File: config.mk
export PLATFORM = sky130hd
export DESIGN_NAME = alu_operand_stage
export DESIGN_NICKNAME = d
export VERILOG_FILES = /design/src/rtl/alu_operand_stage_pkg.sv /design/src/rtl/alu_operand_stage_fwd_select.sv /design/src/rtl/alu_operand_stage.sv
export SDC_FILE = /design/constraint.sdc
export NUM_CORES = 1
export LEC_CHECK = 0
export ABC_AREA = 1
export BUFFER_PORTS_ARGS = -buffer_cell sky130_fd_sc_hd__buf_2
export CAP_MARGIN = 5
export CORE_MARGIN = 4
export CORE_UTILIZATION = 38
export DETAILED_ROUTE_END_ITERATION = 16
export PLACE_DENSITY_LB_ADDON = 0.05
export SYNTH_ARGS = -nofsm -noshare
export SYNTH_HDL_FRONTEND = slang
export SYNTH_HIERARCHICAL = 1
export SYNTH_SLANG_ARGS = --single-unit
File: constraint.sdc
create_clock -name clk_i -period 1.95 [get_ports clk_i]
set_input_delay 0.0975 -clock clk_i [delete_from_list [all_inputs] [get_ports clk_i]]
set_output_delay 0.0975 -clock clk_i [all_outputs]
set_load 0.01 [all_outputs]
File: src/rtl/alu_operand_stage_pkg.sv
`default_nettype none
// ============================================================================
// Module      : alu_operand_stage_pkg
// Description : Shared widths, ALU control codes, the ID/EX field bundle and
//               the immediate-extension helper for the ALU operand stage.
// Revision    : 1.0 - initial release
// ============================================================================
package alu_operand_stage_pkg;

    localparam int PKG_DATA_W  = 32;
    localparam int PKG_REG_AW  = 5;
    localparam int PKG_CTRL_W  = 4;
    localparam int PKG_IMM_W   = 16;
    localparam int PKG_SHAMT_W = 5;

    // ALU control encodings understood by the downstream ALU
    localparam logic [PKG_CTRL_W-1:0] ALU_AND = 4'd0;
    localparam logic [PKG_CTRL_W-1:0] ALU_OR  = 4'd1;
    localparam logic [PKG_CTRL_W-1:0] ALU_ADD = 4'd2;
    localparam logic [PKG_CTRL_W-1:0] ALU_SUB = 4'd6;
    localparam logic [PKG_CTRL_W-1:0] ALU_SLT = 4'd7;
    localparam logic [PKG_CTRL_W-1:0] ALU_SRA = 4'd8;
    localparam logic [PKG_CTRL_W-1:0] ALU_LUI = 4'd9;
    localparam logic [PKG_CTRL_W-1:0] ALU_NOR = 4'd12;

    // Everything the ID/EX register carries for one instruction slot.
    // An all-zero bundle is a bubble.
    typedef struct packed {
        logic                   valid;
        logic [PKG_REG_AW-1:0]  rs_addr;
        logic [PKG_REG_AW-1:0]  rt_addr;
        logic [PKG_DATA_W-1:0]  rs_data;
        logic [PKG_DATA_W-1:0]  rt_data;
        logic [PKG_IMM_W-1:0]   imm;
        logic [PKG_SHAMT_W-1:0] shamt;
        logic [PKG_CTRL_W-1:0]  alu_ctrl;
        logic                   alu_src;
        logic                   shift_src;
        logic                   sign_ext;
        logic [PKG_REG_AW-1:0]  rd;
        logic                   reg_write;
        logic                   mem_read;
    } id_ex_t;

    // Widen the 16-bit instruction immediate to a full operand.
    function automatic logic [PKG_DATA_W-1:0] extend_imm(
        input logic [PKG_IMM_W-1:0] imm,
        input logic                 sign_ext
    );
        logic fill;
        fill = sign_ext & imm[PKG_IMM_W-1];
        return {{(PKG_DATA_W-PKG_IMM_W){fill}}, imm};
    endfunction

endpackage
`default_nettype wire

File: src/rtl/alu_operand_stage_fwd_select.sv
`default_nettype none
// ============================================================================
// Module      : alu_operand_stage_fwd_select
// Description : Forwarding priority mux for one source operand. The younger
//               EX/MEM result beats MEM/WB; register 0 is never forwarded.
// Revision    : 1.0 - initial release
// ============================================================================
module alu_operand_stage_fwd_select
    import alu_operand_stage_pkg::*;
#(
    parameter int DATA_W = PKG_DATA_W,
    parameter int REG_AW = PKG_REG_AW
) (
    input  logic [REG_AW-1:0] addr,
    input  logic [DATA_W-1:0] reg_data,
    input  logic              exmem_reg_write,
    input  logic [REG_AW-1:0] exmem_rd,
    input  logic [DATA_W-1:0] exmem_result,
    input  logic              memwb_reg_write,
    input  logic [REG_AW-1:0] memwb_rd,
    input  logic [DATA_W-1:0] memwb_data,
    output logic [DATA_W-1:0] fwd_data
);

    logic w_hit_exmem;
    logic w_hit_memwb;

    assign w_hit_exmem = exmem_reg_write && (exmem_rd != '0) && (exmem_rd == addr);
    assign w_hit_memwb = memwb_reg_write && (memwb_rd != '0) && (memwb_rd == addr);

    // Pick the most recent producer of this register, else the file value
    always_comb begin
        fwd_data = reg_data;
        if (w_hit_exmem) begin
            fwd_data = exmem_result;
        end else if (w_hit_memwb) begin
            fwd_data = memwb_data;
        end
    end

endmodule
`default_nettype wire

File: src/rtl/alu_operand_stage.sv
`default_nettype none
// ============================================================================
// Module      : alu_operand_stage
// Description : ID/EX pipeline register feeding the ALU. Applies EX/MEM and
//               MEM/WB forwarding, selects register/immediate/shamt operands,
//               detects load-use hazards and handles stall and flush.
// Revision    : 1.0 - initial release
// ============================================================================
module alu_operand_stage
    import alu_operand_stage_pkg::*;
#(
    parameter int DATA_W = PKG_DATA_W,
    parameter int REG_AW = PKG_REG_AW,
    parameter int CTRL_W = PKG_CTRL_W
) (
    input  logic              clk_i,
    input  logic              rst_i,
    input  logic              id_valid_i,
    input  logic [REG_AW-1:0] id_rs_addr_i,
    input  logic [REG_AW-1:0] id_rt_addr_i,
    input  logic [DATA_W-1:0] id_rs_data_i,
    input  logic [DATA_W-1:0] id_rt_data_i,
    input  logic [15:0]       id_imm_i,
    input  logic [4:0]        id_shamt_i,
    input  logic [CTRL_W-1:0] id_alu_ctrl_i,
    input  logic              id_alu_src_i,
    input  logic              id_shift_src_i,
    input  logic              id_sign_ext_i,
    input  logic [REG_AW-1:0] id_rd_addr_i,
    input  logic              id_reg_write_i,
    input  logic              id_mem_read_i,
    input  logic              stall_i,
    input  logic              flush_i,
    input  logic              exmem_reg_write_i,
    input  logic [REG_AW-1:0] exmem_rd_i,
    input  logic [DATA_W-1:0] exmem_result_i,
    input  logic              memwb_reg_write_i,
    input  logic [REG_AW-1:0] memwb_rd_i,
    input  logic [DATA_W-1:0] memwb_data_i,
    output logic [DATA_W-1:0] src1_o,
    output logic [DATA_W-1:0] src2_o,
    output logic [CTRL_W-1:0] alu_ctrl_o,
    output logic [DATA_W-1:0] ex_rt_data_o,
    output logic              ex_valid_o,
    output logic              ex_reg_write_o,
    output logic              ex_mem_read_o,
    output logic [REG_AW-1:0] ex_rd_o,
    output logic              load_use_stall_o
);

    id_ex_t            r_stage;
    id_ex_t            w_capture;
    logic              w_load_use;
    logic [DATA_W-1:0] w_fwd_rs;
    logic [DATA_W-1:0] w_fwd_rt;
    logic [DATA_W-1:0] w_src1_sel;
    logic [DATA_W-1:0] w_src2_sel;

    // Bundle the decoded ID fields into the form held by the stage register
    always_comb begin
        w_capture           = '0;
        w_capture.valid     = id_valid_i;
        w_capture.rs_addr   = id_rs_addr_i;
        w_capture.rt_addr   = id_rt_addr_i;
        w_capture.rs_data   = id_rs_data_i;
        w_capture.rt_data   = id_rt_data_i;
        w_capture.imm       = id_imm_i;
        w_capture.shamt     = id_shamt_i;
        w_capture.alu_ctrl  = id_alu_ctrl_i;
        w_capture.alu_src   = id_alu_src_i;
        w_capture.shift_src = id_shift_src_i;
        w_capture.sign_ext  = id_sign_ext_i;
        w_capture.rd        = id_rd_addr_i;
        w_capture.reg_write = id_reg_write_i;
        w_capture.mem_read  = id_mem_read_i;
    end

    // A load in EX whose destination is read by the ID instruction cannot be
    // forwarded in time; a stall already freezes ID so no extra request then.
    assign w_load_use = r_stage.valid && r_stage.mem_read && (r_stage.rd != '0)
                        && id_valid_i && !stall_i
                        && ((id_rs_addr_i == r_stage.rd) || (id_rt_addr_i == r_stage.rd));

    assign load_use_stall_o = w_load_use;

    // Stage register: reset, then hold on stall, bubble on flush or hazard
    always_ff @(posedge clk_i) begin
        if (rst_i) begin
            r_stage <= '0;
        end else if (stall_i) begin
            r_stage <= r_stage;
        end else if (flush_i || w_load_use) begin
            r_stage          <= '0;
            r_stage.alu_ctrl <= ALU_AND;
        end else begin
            r_stage <= w_capture;
        end
    end

    alu_operand_stage_fwd_select #(
        .DATA_W (DATA_W),
        .REG_AW (REG_AW)
    ) u_fwd_rs (
        .addr            (r_stage.rs_addr),
        .reg_data        (r_stage.rs_data),
        .exmem_reg_write (exmem_reg_write_i),
        .exmem_rd        (exmem_rd_i),
        .exmem_result    (exmem_result_i),
        .memwb_reg_write (memwb_reg_write_i),
        .memwb_rd        (memwb_rd_i),
        .memwb_data      (memwb_data_i),
        .fwd_data        (w_fwd_rs)
    );

    alu_operand_stage_fwd_select #(
        .DATA_W (DATA_W),
        .REG_AW (REG_AW)
    ) u_fwd_rt (
        .addr            (r_stage.rt_addr),
        .reg_data        (r_stage.rt_data),
        .exmem_reg_write (exmem_reg_write_i),
        .exmem_rd        (exmem_rd_i),
        .exmem_result    (exmem_result_i),
        .memwb_reg_write (memwb_reg_write_i),
        .memwb_rd        (memwb_rd_i),
        .memwb_data      (memwb_data_i),
        .fwd_data        (w_fwd_rt)
    );

    // Operand muxes: shift amount replaces rs, extended immediate replaces rt
    always_comb begin
        w_src1_sel = w_fwd_rs;
        w_src2_sel = w_fwd_rt;
        if (r_stage.shift_src) begin
            w_src1_sel = {{(DATA_W-PKG_SHAMT_W){1'b0}}, r_stage.shamt};
        end
        if (r_stage.alu_src) begin
            w_src2_sel = extend_imm(r_stage.imm, r_stage.sign_ext);
        end
    end

    // Data outputs are quiet for an empty slot so the ALU sees clean zeros
    always_comb begin
        src1_o       = '0;
        src2_o       = '0;
        ex_rt_data_o = '0;
        if (r_stage.valid) begin
            src1_o       = w_src1_sel;
            src2_o       = w_src2_sel;
            ex_rt_data_o = w_fwd_rt;
        end
    end

    assign alu_ctrl_o     = r_stage.alu_ctrl;
    assign ex_valid_o     = r_stage.valid;
    assign ex_reg_write_o = r_stage.reg_write;
    assign ex_mem_read_o  = r_stage.mem_read;
    assign ex_rd_o        = r_stage.rd;

endmodule
`default_nettype wire

==> results of run 1 <==
sequential cells by signal (all words and copies together) (netlist names):
| name | cells |
|---|---|
| ex_valid_o | 1 |
| ex_mem_read_o | 1 |
| alu_ctrl_o | 4 |
| ex_rd_o | 5 |
| ex_reg_write_o | 1 |
| r_stage | 98 |
layout make-up:
| class | instances | area [um2] |
|---|---|---|
| fill | 2699 | 12300 |
| inverter | 338 | 1280 |
| sequential | 110 | 2230 |
| multi-input combinational | 1025 | 6270 |
| clock inverter | 4 | 32.5 |
| tap | 330 | 413 |
| clock buffer | 12 | 236 |
| timing repair buffer | 366 | 2580 |
| antenna | 3 | 7.51 |
stage by stage:
stage	hold slack (ns)	util	setup TNS [ns]	instance area, um2	std cells
CTS	0.0358	0.488	-14.37	12400	2172
global placement	0.422	0.456	0	11600	2140
detailed placement	0.422	0.456	-0.0381	11600	2140
finish	0.0447	0.515	-12.27	13100	2188
floorplan	0.291	-	0	9850	1602
global route	0.0518	0.515	-23.60	13100	2188
logic make-up (layout without fill, tap and decap cells):
family,count (synthesis),count (layout),synth area share
flip-flops,110,110,0.224
XOR/XNOR,2,2,0.00178
other,0,3,0
buffers and inverters,469,720,0.209
AO/OA/AOI/OAI,144,144,0.110
AND/OR/NAND/NOR,877,879,0.455
worst reg2reg max path, cell delays in order, from the launching register on:
cell and delay [ns]:
dfxtp_2 0.36, nand2_1 0.07, clkinv_1 0.05, nor2_1 0.08, nor2_1 0.05, nand3_1 0.07
nand2_2 0.13, nand2_8 0.22, buf_12 0.27, nand3_2 0.15, a21oi_2 0.14
how the worst max path moves through the flow:
stage                       endpoint  slack (ns)  cells after the start
after detailed placement  src2_o[14]       -0.04                     11
after global placement    src2_o[14]        0.02                     11
after CTS                 src2_o[22]       -0.23                     11
after floorplan           src2_o[12]        0.46                      7
final                      src2_o[4]       -0.26                     12
after global routing      src2_o[21]       -0.37                     13
power by group:
group / internal [W] / leakage (nW) / total, W / switching, W
clock network: 0.000881 / 0.123 / 0.00184 / 0.000955
registers: 0.00233 / 0.906 / 0.00239 / 0.0000609
logic: 0.000635 / 5.59 / 0.00165 / 0.00102
synthesized netlist by cell type:
library cell,n
nand2_1,308
buf_12,10
nand2_2,27
o21ai_0,20
nand4_2,2
xnor2_1,2
nand3_2,92
inv_1,327
nor2_8,2
buf_4,9
o21bai_1,1
o21ai_2,2
buf_6,6
nor2_4,4
nand3_4,2
a21oi_1,20
clkbuf_1,57
inv_2,10
nor2_1,222
buf_2,49
o22ai_1,2
nand3_1,86
clkinv_1,1
a21oi_2,94
dfxtp_1,110
o21ai_1,5
nand4_1,132
what timing repair did:
item	CTS	global route
resized for setup	111	131
gates cloned	5	9
pin swaps	16	90
buffers inserted	12	6
setup endpoints to repair	97	112
endpoints found under the hold margin	0	0
per-layer routing:
metal | vias up | GRT usage
li1 | 5467 | -
met1 | 5097 | 0.351
met2 | 413 | 0.413
met3 | 74 | 0.0353
met4 | 2 | 0.0868
met5 | - | 0
==> out/qor.txt, run 1 <==
commonest non-fill, non-tap cell in the layout: inv_1
Setup crit start kind: flip-flop
Clock Sink Count: 110
hold path cells: 5
Top Layer Used: met5
clk_skew: 0.0117 ns
met1 wire length: 17500 um
CP Cell Sequence: inv_2 > a21oi_2 > nand2_2 > nor2_8 > nand3_4 > buf_12 > nand2_1 > nand3_1 > nand2_1 > o21ai_0 > nor2_1 > buf_2
RSZ-0062 raised after global routing: yes
Worst Tran Pin Value: 0.762 ns
Hold Path Sink: ex_rd_o[1]
final net count: 2040
share of cells above drive strength 1: 0.424
residual DRC count: 0
Yosys Warn Count: 6
CTS tree: yes
synth-to-layout area growth: 32.5%
GP Congestion: 0.894
Clock transition at path regs: 0.08 ns
gr ovfl total: 0
initial core utilization: 0.389
Post-Synthesis Cells: 1602
post-synth cell types: 27
CP Data Required Time: 1.85 ns
DRT iter0 DRCs: 933
static leakage power: 6.62 nW
minimum clock period: 2.21 ns
Yosys top cell by area: dfxtp_1
Reg2Reg Depth: 10
Detail Route Antenna Nets: 0
register bit total from synthesis: 110
Tot Pwr: 0.00588 W
Hold Startpoint: id_rd_addr_i[1]
Max FO, Critical Path: 11
most frequent CP cell: nand2_1
largest cells by area after synthesis: dfxtp_1 22%, inv_1 12%, nand2_1 12%
initial antenna violation count: 4
H-tree depth: 3
R2R Path Start: ex_rd_o[0]
Setup CP Type: flip-flop to output port
VDD IR-drop max: 0.444 mV
final critical-path share of the clock period: 1.13
Critical Path Start: r_stage[99]
Avg WL per Cell: 18.0 um
largest net degree at the start of global routing: 112
nature of the critical path endpoint: output port
sequential element share of the synthesized area: 0.224
port bufs: 298
top-area cell type share of the netlist area: 0.224
CTS root buf: clkbuf_16
delay-heaviest family, CP: simple AND/OR/NAND/NOR gates
CP arrival: 2.11 ns
routed via count: 11.1k
f_max: 453 MHz
Pre-antenna DRT Iters: 5
reg2reg end: r_stage[18]
max-slew violation count: 0
Slew headroom: 0.492
die height: 169 um
most frequent cells in the layout: 318 x inv_1, 290 x buf_2, 236 x nand2_1
worst-case clock buffer depth: 2
Die Wd: 169 um
Crit-path slowest cell: dfxtp_2
mapped cell area: 9850 um2
path type of the worst min-delay path: input pin to flip-flop
cts hold-fix bufs: 0
r2r setup slk: 0.29 ns
io pins: 299
CP bufs+invs: 3
first-pass GRT wire length: 58500 um
final setup fails: 96
number of global-route vias before repair: 10.6k
metal2 WL: 18200 um
status: complete, but fails checks
number of CTS-inserted buffers: 9
final hold violation count: 0
total core area: 25300 um2
row cnt: 58
WL met3: 2480 um
Avg Cell Area, Syn: 6.15 um2
Max Cap Viol: 0
die area: 28600 um2
total track usage: 0.255
Skew-Pair Late Insertion Delay: 0.36 ns
failing checks: setup timing
final setup margin: -0.256 ns
Placement Setup Slack: -0.0372 ns
net count after synthesis: 1792
Avg Vias per Cell: 5.05
final WL: 39500 um
slowest stage delay, CP: 0.36 ns
Power Density: 450 nW/um2
hpwl dp: 27200 um
No activity file was read; power rests on OpenSTA's default activity.
==> inputs of run 2 (changes only) <==
--- a/config.mk
+++ b/config.mk
@@ -14,5 +14,4 @@
 export PLACE_DENSITY_LB_ADDON = 0.05
 export SYNTH_ARGS = -nofsm -noshare
 export SYNTH_HDL_FRONTEND = slang
-export SYNTH_HIERARCHICAL = 1
 export SYNTH_SLANG_ARGS = --single-unit
==> out/qor.txt, run 2 <==
Power Density: 484 nW/um2
total track usage: 0.253
slowest stage delay, CP: 0.35 ns
Die Wd: 157 um
Detail Route Antenna Nets: 0
Main synth FF type: dfxtp_1
Pre-antenna DRT Iters: 8
CP Data Required Time: 1.85 ns
reg2reg end: r_stage[91]
CP Cell Sequence: xnor2_2 > nand2_1 > nor3_4 > nand2_4 > buf_8 > buf_16 > nand3_2 > nand2_1 > inv_1 > buf_2
register bit total from synthesis: 110
Avg Cell Area, Syn: 5.76 um2
Commonest cells post-synth: 285 x inv_1, 279 x nand2_1, 267 x nand3_1
Yosys top cell by area: dfxtp_1
number of global-route vias before repair: 9232
hpwl dp: 22700 um
Post-synth EDFFs: 0
gr ovfl total: 0
post-synth cell types: 24
r2r setup slk: 0.26 ns
critical path endpoint: src1_o[26]
largest cells by area after synthesis: dfxtp_1 26%, nand3_1 16%, inv_1 13%
CP bufs+invs: 4
placed instance area: 10200 um2
routed via count: 10.3k
die height: 157 um
Diodes inserted: 0
Slew headroom: 0.504
f_max: 470 MHz
minimum clock period: 2.13 ns
Avg WL per Cell: 17.3 um
CTS root buf: clkbuf_16
failing checks: setup timing
largest net degree at the start of global routing: 89
final net count: 1925
Worst Tran Pin Value: 0.744 ns
nature of the critical path endpoint: output port
Tot Pwr: 0.00587 W
Max Cap Viol: 0
RSZ-0062 raised after global routing: yes
cts hold-fix bufs: 0
initial antenna violation count: 2
Largest register FFs: 98
fillers: 2299
status: complete, but fails checks
final setup fails: 96
die area: 24700 um2
Placement Setup Slack: 0.168 ns
asr flop ratio synth: 0
Post-Synth Adder-Cell Area: 0
total core area: 21800 um2
top-count cell post-synth: inv_1
VDD IR-drop max: 0.435 mV
share of cells above drive strength 1: 0.347
net count after synthesis: 1657
largest family of logic cells by synthesized area: simple AND/OR/NAND/NOR gates
mux cell area share after synthesis: 0
Critical Path Start: r_stage[105]
fin area: 12100 um2
final hold violation count: 0
Yosys Warn Count: 0
sequential element share of the synthesized area: 0.261
H-tree depth: 3
Clock transition at path regs: 0.08 ns
worst-case clock buffer depth: 2
Biggest register: r_stage
XOR/XNOR share of the synthesized area: 0.0259
commonest non-fill, non-tap cell in the layout: buf_2
top-area cell type share of the netlist area: 0.261
first-pass GRT wire length: 49800 um
clk_skew: 0.00951 ns
GP Congestion: 0.858
Max FO, Critical Path: 6
final WL: 35000 um
io pins: 299
Crit-path slowest cell: dfxtp_2
most frequent CP cell: nand2_1
delay-heaviest family, CP: simple AND/OR/NAND/NOR gates
synth-to-layout area growth: 43.8%
CP arrival: 2.03 ns
path type of the worst min-delay path: input pin to flip-flop
max-slew violation count: 0
DRT iter0 DRCs: 654
Setup CP Type: flip-flop to output port
Synth Area in Compound Gates: 0.102
most frequent cells in the layout: 283 x buf_2, 276 x inv_1, 233 x nand2_1
mapped cell area: 8440 um2
final critical-path share of the clock period: 1.09
Skew-Pair Late Insertion Delay: 0.36 ns
number of CTS-inserted buffers: 9
CTS tree: yes
Avg Vias per Cell: 5.08
Clock Sink Count: 110
Post-Synthesis Cells: 1467
initial core utilization: 0.387
Reg2Reg Depth: 9
Worst path depth: 10
port bufs: 298
Setup crit start kind: flip-flop
residual DRC count: 0
final setup margin: -0.176 ns
row cnt: 54
static leakage power: 6.82 nW
simple-gate area share of the yosys netlist: 0.416
R2R Path Start: ex_rd_o[0]
[run 2: cell count changes in the layout (fill, tap and decap cells not counted), moves of 15 or more]
| cell | previous run | this run |
|---|---|---|
| inv_1 | 318 | 276 |
| nor2_1 | 207 | 152 |
| nand4_1 | 132 | 2 |
| nand3_2 | 139 | 84 |
| nand2_2 | 82 | 34 |
| a21oi_2 | 92 | 19 |
| xor2_1 | 0 | 15 |
| nand3_1 | 37 | 205 |
| a21oi_1 | 20 | 123 |
[run 2: cell type report]
cell class / count / area, um2 / area share
clock inverters: 6 / 85.1 / 0.00701
inverters: 285 / 1070 / 0.0883
repair buffers: 373 / 2730 / 0.225
flip-flops and latches: 110 / 2230 / 0.184
well taps: 280 / 350 / 0.0289
multi-input cells: 956 / 5430 / 0.448
clock buffers: 10 / 239 / 0.0197
[run 2: worst min-delay path by stage]
stage,endpoint,slack [ns],startpoint,cells past startpoint
finish,r_stage[29],0.06,id_imm_i[10],5
global route,r_stage[44],0.08,id_rt_data_i[9],5
CTS,r_stage[29],0.05,id_imm_i[10],5
detailed placement,ex_reg_write_o,0.44,id_reg_write_i,5
global placement,ex_reg_write_o,0.43,id_reg_write_i,5
floorplan,ex_valid_o,0.30,stall_i,3
[run 2: metrics by stage]
step           setup TNS [ns]  cells   util  hold slack, ns
6_report               -11.02   2020  0.556          0.0556
5_1_grt                -18.64   2020  0.556          0.0825
4_1_cts                 -8.89   2002  0.519          0.0520
3_5_place_dp                0   1967  0.468           0.438
3_3_place_gp                0   1967  0.468           0.434
2_1_floorplan               0   1467      -           0.298
[run 2: cell families (layout without fill, tap and decap cells)]
kind of cell	after synthesis	in the layout
simple gates	759	759
buf+inv	401	674
compound gates	172	172
flops	110	110
xor+xnor	25	25
[run 2: power by group]
part	internal (W)	switching, W	leakage [nW]
clock network	0.00116	0.000920	0.154
registers	0.00233	0.0000630	0.904
logic	0.000561	0.000843	5.76
total	0.00405	0.00183	6.82
[run 2: what timing repair did]
item,in CTS,in global routing
gates resized for setup,134,134
gates cloned,10,10
setup buffers,9,10
pin swaps,34,51
endpoints found under the setup margin,97,97
[run 2: layer usage]
layer	wire, um	global-route usage
met5	21	0
met4	589	0.0733
met3	2650	0.0451
met2	16400	0.415
met1	15300	0.343
[run 2: worst min-delay path, cell delays in order]
cell     delay [ns]
buf_2          0.09
inv_1          0.04
nor2_1         0.03
nand3_1        0.06
a21oi_1        0.05
==> inputs of run 3 (changes only) <==
--- a/config.mk
+++ b/config.mk
@@ -12,6 +12,7 @@
 export CORE_UTILIZATION = 38
 export DETAILED_ROUTE_END_ITERATION = 16
 export PLACE_DENSITY_LB_ADDON = 0.05
+export SETUP_SLACK_MARGIN = 0.05
 export SYNTH_ARGS = -nofsm -noshare
 export SYNTH_HDL_FRONTEND = slang
 export SYNTH_SLANG_ARGS = --single-unit
==> out/qor.txt, run 3 (same netlist as run 2, synthesis figures left out) <==
status: complete, but fails checks
failing checks: setup timing
Die Wd: 157 um
Slew headroom: 0.527
Avg Vias per Cell: 5.06
post-route core utilization: 0.561
static leakage power: 6.85 nW
Setup crit start kind: flip-flop
worst-case clock buffer depth: 2
most frequent cells in the layout: 279 x buf_2, 271 x inv_1, 230 x nand2_1
Reg2Reg Depth: 9
path type of the worst min-delay path: input pin to flip-flop
number of CTS-inserted buffers: 9
initial core utilization: 0.387
GP Congestion: 0.858
Avg WL per Cell: 17.2 um
CP Data Required Time: 1.85 ns
critical path endpoint: src2_o[6]
minimum clock period: 2.12 ns
DRT iter0 DRCs: 593
synth-to-layout area growth: 44.9%
Detail Route Antenna Nets: 0
Skew-Pair Late Insertion Delay: 0.36 ns
hpwl dp: 22700 um
Max FO, Critical Path: 8
RSZ-0062 raised after global routing: yes
hold slack final: 0.0571 ns
nature of the critical path endpoint: output port
Biggest register: r_stage
H-tree depth: 3
largest net degree at the start of global routing: 89
CP arrival: 2.03 ns
Clock transition at path regs: 0.08 ns
die area: 24700 um2
Hold Startpoint: id_imm_i[10]
io pins: 299
Power Density: 480 nW/um2
residual DRC count: 0
total track usage: 0.253
Critical Path Start: r_stage[102]
final net count: 1923
Setup CP Type: flip-flop to output port
Pre-antenna DRT Iters: 7
die height: 157 um
max-slew violation count: 0
Diodes inserted: 0
routed via count: 10.2k
first-pass GRT wire length: 49800 um
final setup fails: 96
Placement Setup Slack: 0.168 ns
final critical-path share of the clock period: 1.09
Max Cap Viol: 0
Post-Place Cells: 1967
reg2reg end: r_stage[91]
port bufs: 298
total negative slack: -10.41 ns
Largest register FFs: 98
commonest non-fill, non-tap cell in the layout: buf_2
final non-filler cell total: 2018
CTS tree: yes
R2R Path Start: ex_rd_o[0]
final hold violation count: 0
share of cells above drive strength 1: 0.352
clk_skew: 0.00936 ns
f_max: 471 MHz
final setup margin: -0.173 ns
total core area: 21800 um2
final WL: 34700 um
CTS root buf: clkbuf_16
VDD IR-drop max: 0.432 mV
initial antenna violation count: 2
gr ovfl total: 0
Worst Tran Pin Value: 0.710 ns
Clock Sink Count: 110
r2r setup slk: 0.26 ns
number of global-route vias before repair: 9229
row cnt: 54
fillers: 2281
## run 3: cell types whose count changed in the layout (fill, tap and decap cells not counted), moves of 5 or more
cell | previous run | this run
buf_6 | 25 | 30
nand3_4 | 19 | 32
a21oi_2 | 19 | 13
inv_1 | 276 | 271
nand2_2 | 34 | 39
nand3_2 | 84 | 78
nand3_1 | 205 | 198
a21oi_1 | 123 | 129
inv_2 | 8 | 13
## run 3: power breakdown
| part | switching (W) | leakage, nW | internal, W |
|---|---|---|---|
| Clock | 0.000917 | 0.154 | 0.00116 |
| Sequential | 0.0000628 | 0.904 | 0.00233 |
| Combinational | 0.000847 | 5.79 | 0.000560 |
## run 3: worst min path at each step
stage,end,slack (ns),cells past startpoint
final,r_stage[29],0.06,5
after CTS,r_stage[29],0.05,5
after global routing,r_stage[20],0.08,5
after detailed placement,ex_reg_write_o,0.44,5
after floorplan,ex_valid_o,0.30,3
after global placement,ex_reg_write_o,0.43,5
## run 3: routing by layer
metal | vias up | GRT usage | share of wire
met3 | 43 | 0.0451 | 0.073
met1 | 4738 | 0.342 | 0.44
met4 | 4 | 0.0729 | 0.016
met5 | - | 0 | 0.00061
met2 | 370 | 0.416 | 0.47
li1 | 5062 | - | -
## run 3: through the flow
step | power, W | cell area, um2
5_1_grt | 0.00612 | 12200
4_1_cts | 0.00579 | 11300
2_1_floorplan | 0.00311 | 8440
6_report | 0.00587 | 12200
3_5_place_dp | 0.00363 | 10200
3_3_place_gp | 0.00362 | 10200
## run 3: cell type report
| cell class | count | area, um2 | area share |
|---|---|---|---|
| Multi-Input combinational cell | 956 | 5550 | 0.454 |
| Inverter | 285 | 1070 | 0.0876 |
| Timing Repair Buffer | 371 | 2710 | 0.221 |
| Sequential cell | 110 | 2230 | 0.182 |
| Tap cell | 280 | 350 | 0.0286 |
| Clock inverter | 6 | 85.1 | 0.00695 |
| Clock buffer | 10 | 239 | 0.0195 |
## run 3: timing repair
| action | 4_1_cts | 5_1_grt |
|---|---|---|
| hold buffers | 0 | 0 |
| buffers inserted | 9 | 9 |
| setup endpoints to repair | 97 | 97 |
| gates cloned | 10 | 8 |
| resized for setup | 137 | 154 |
| pin swaps | 34 | 67 |
## run 3: worst max-delay path, cell delays in order, from the launching register on
cell and delay [ns]:
dfxtp_4 0.38, inv_2 0.04, nand2_2 0.05, nand4_1 0.16, nor2_4 0.23, buf_6 0.13, buf_12 0.15, nand3_2 0.09
nand3_2 0.09, nand3_2 0.09, nand2_2 0.10, inv_2 0.04, buf_6 0.11
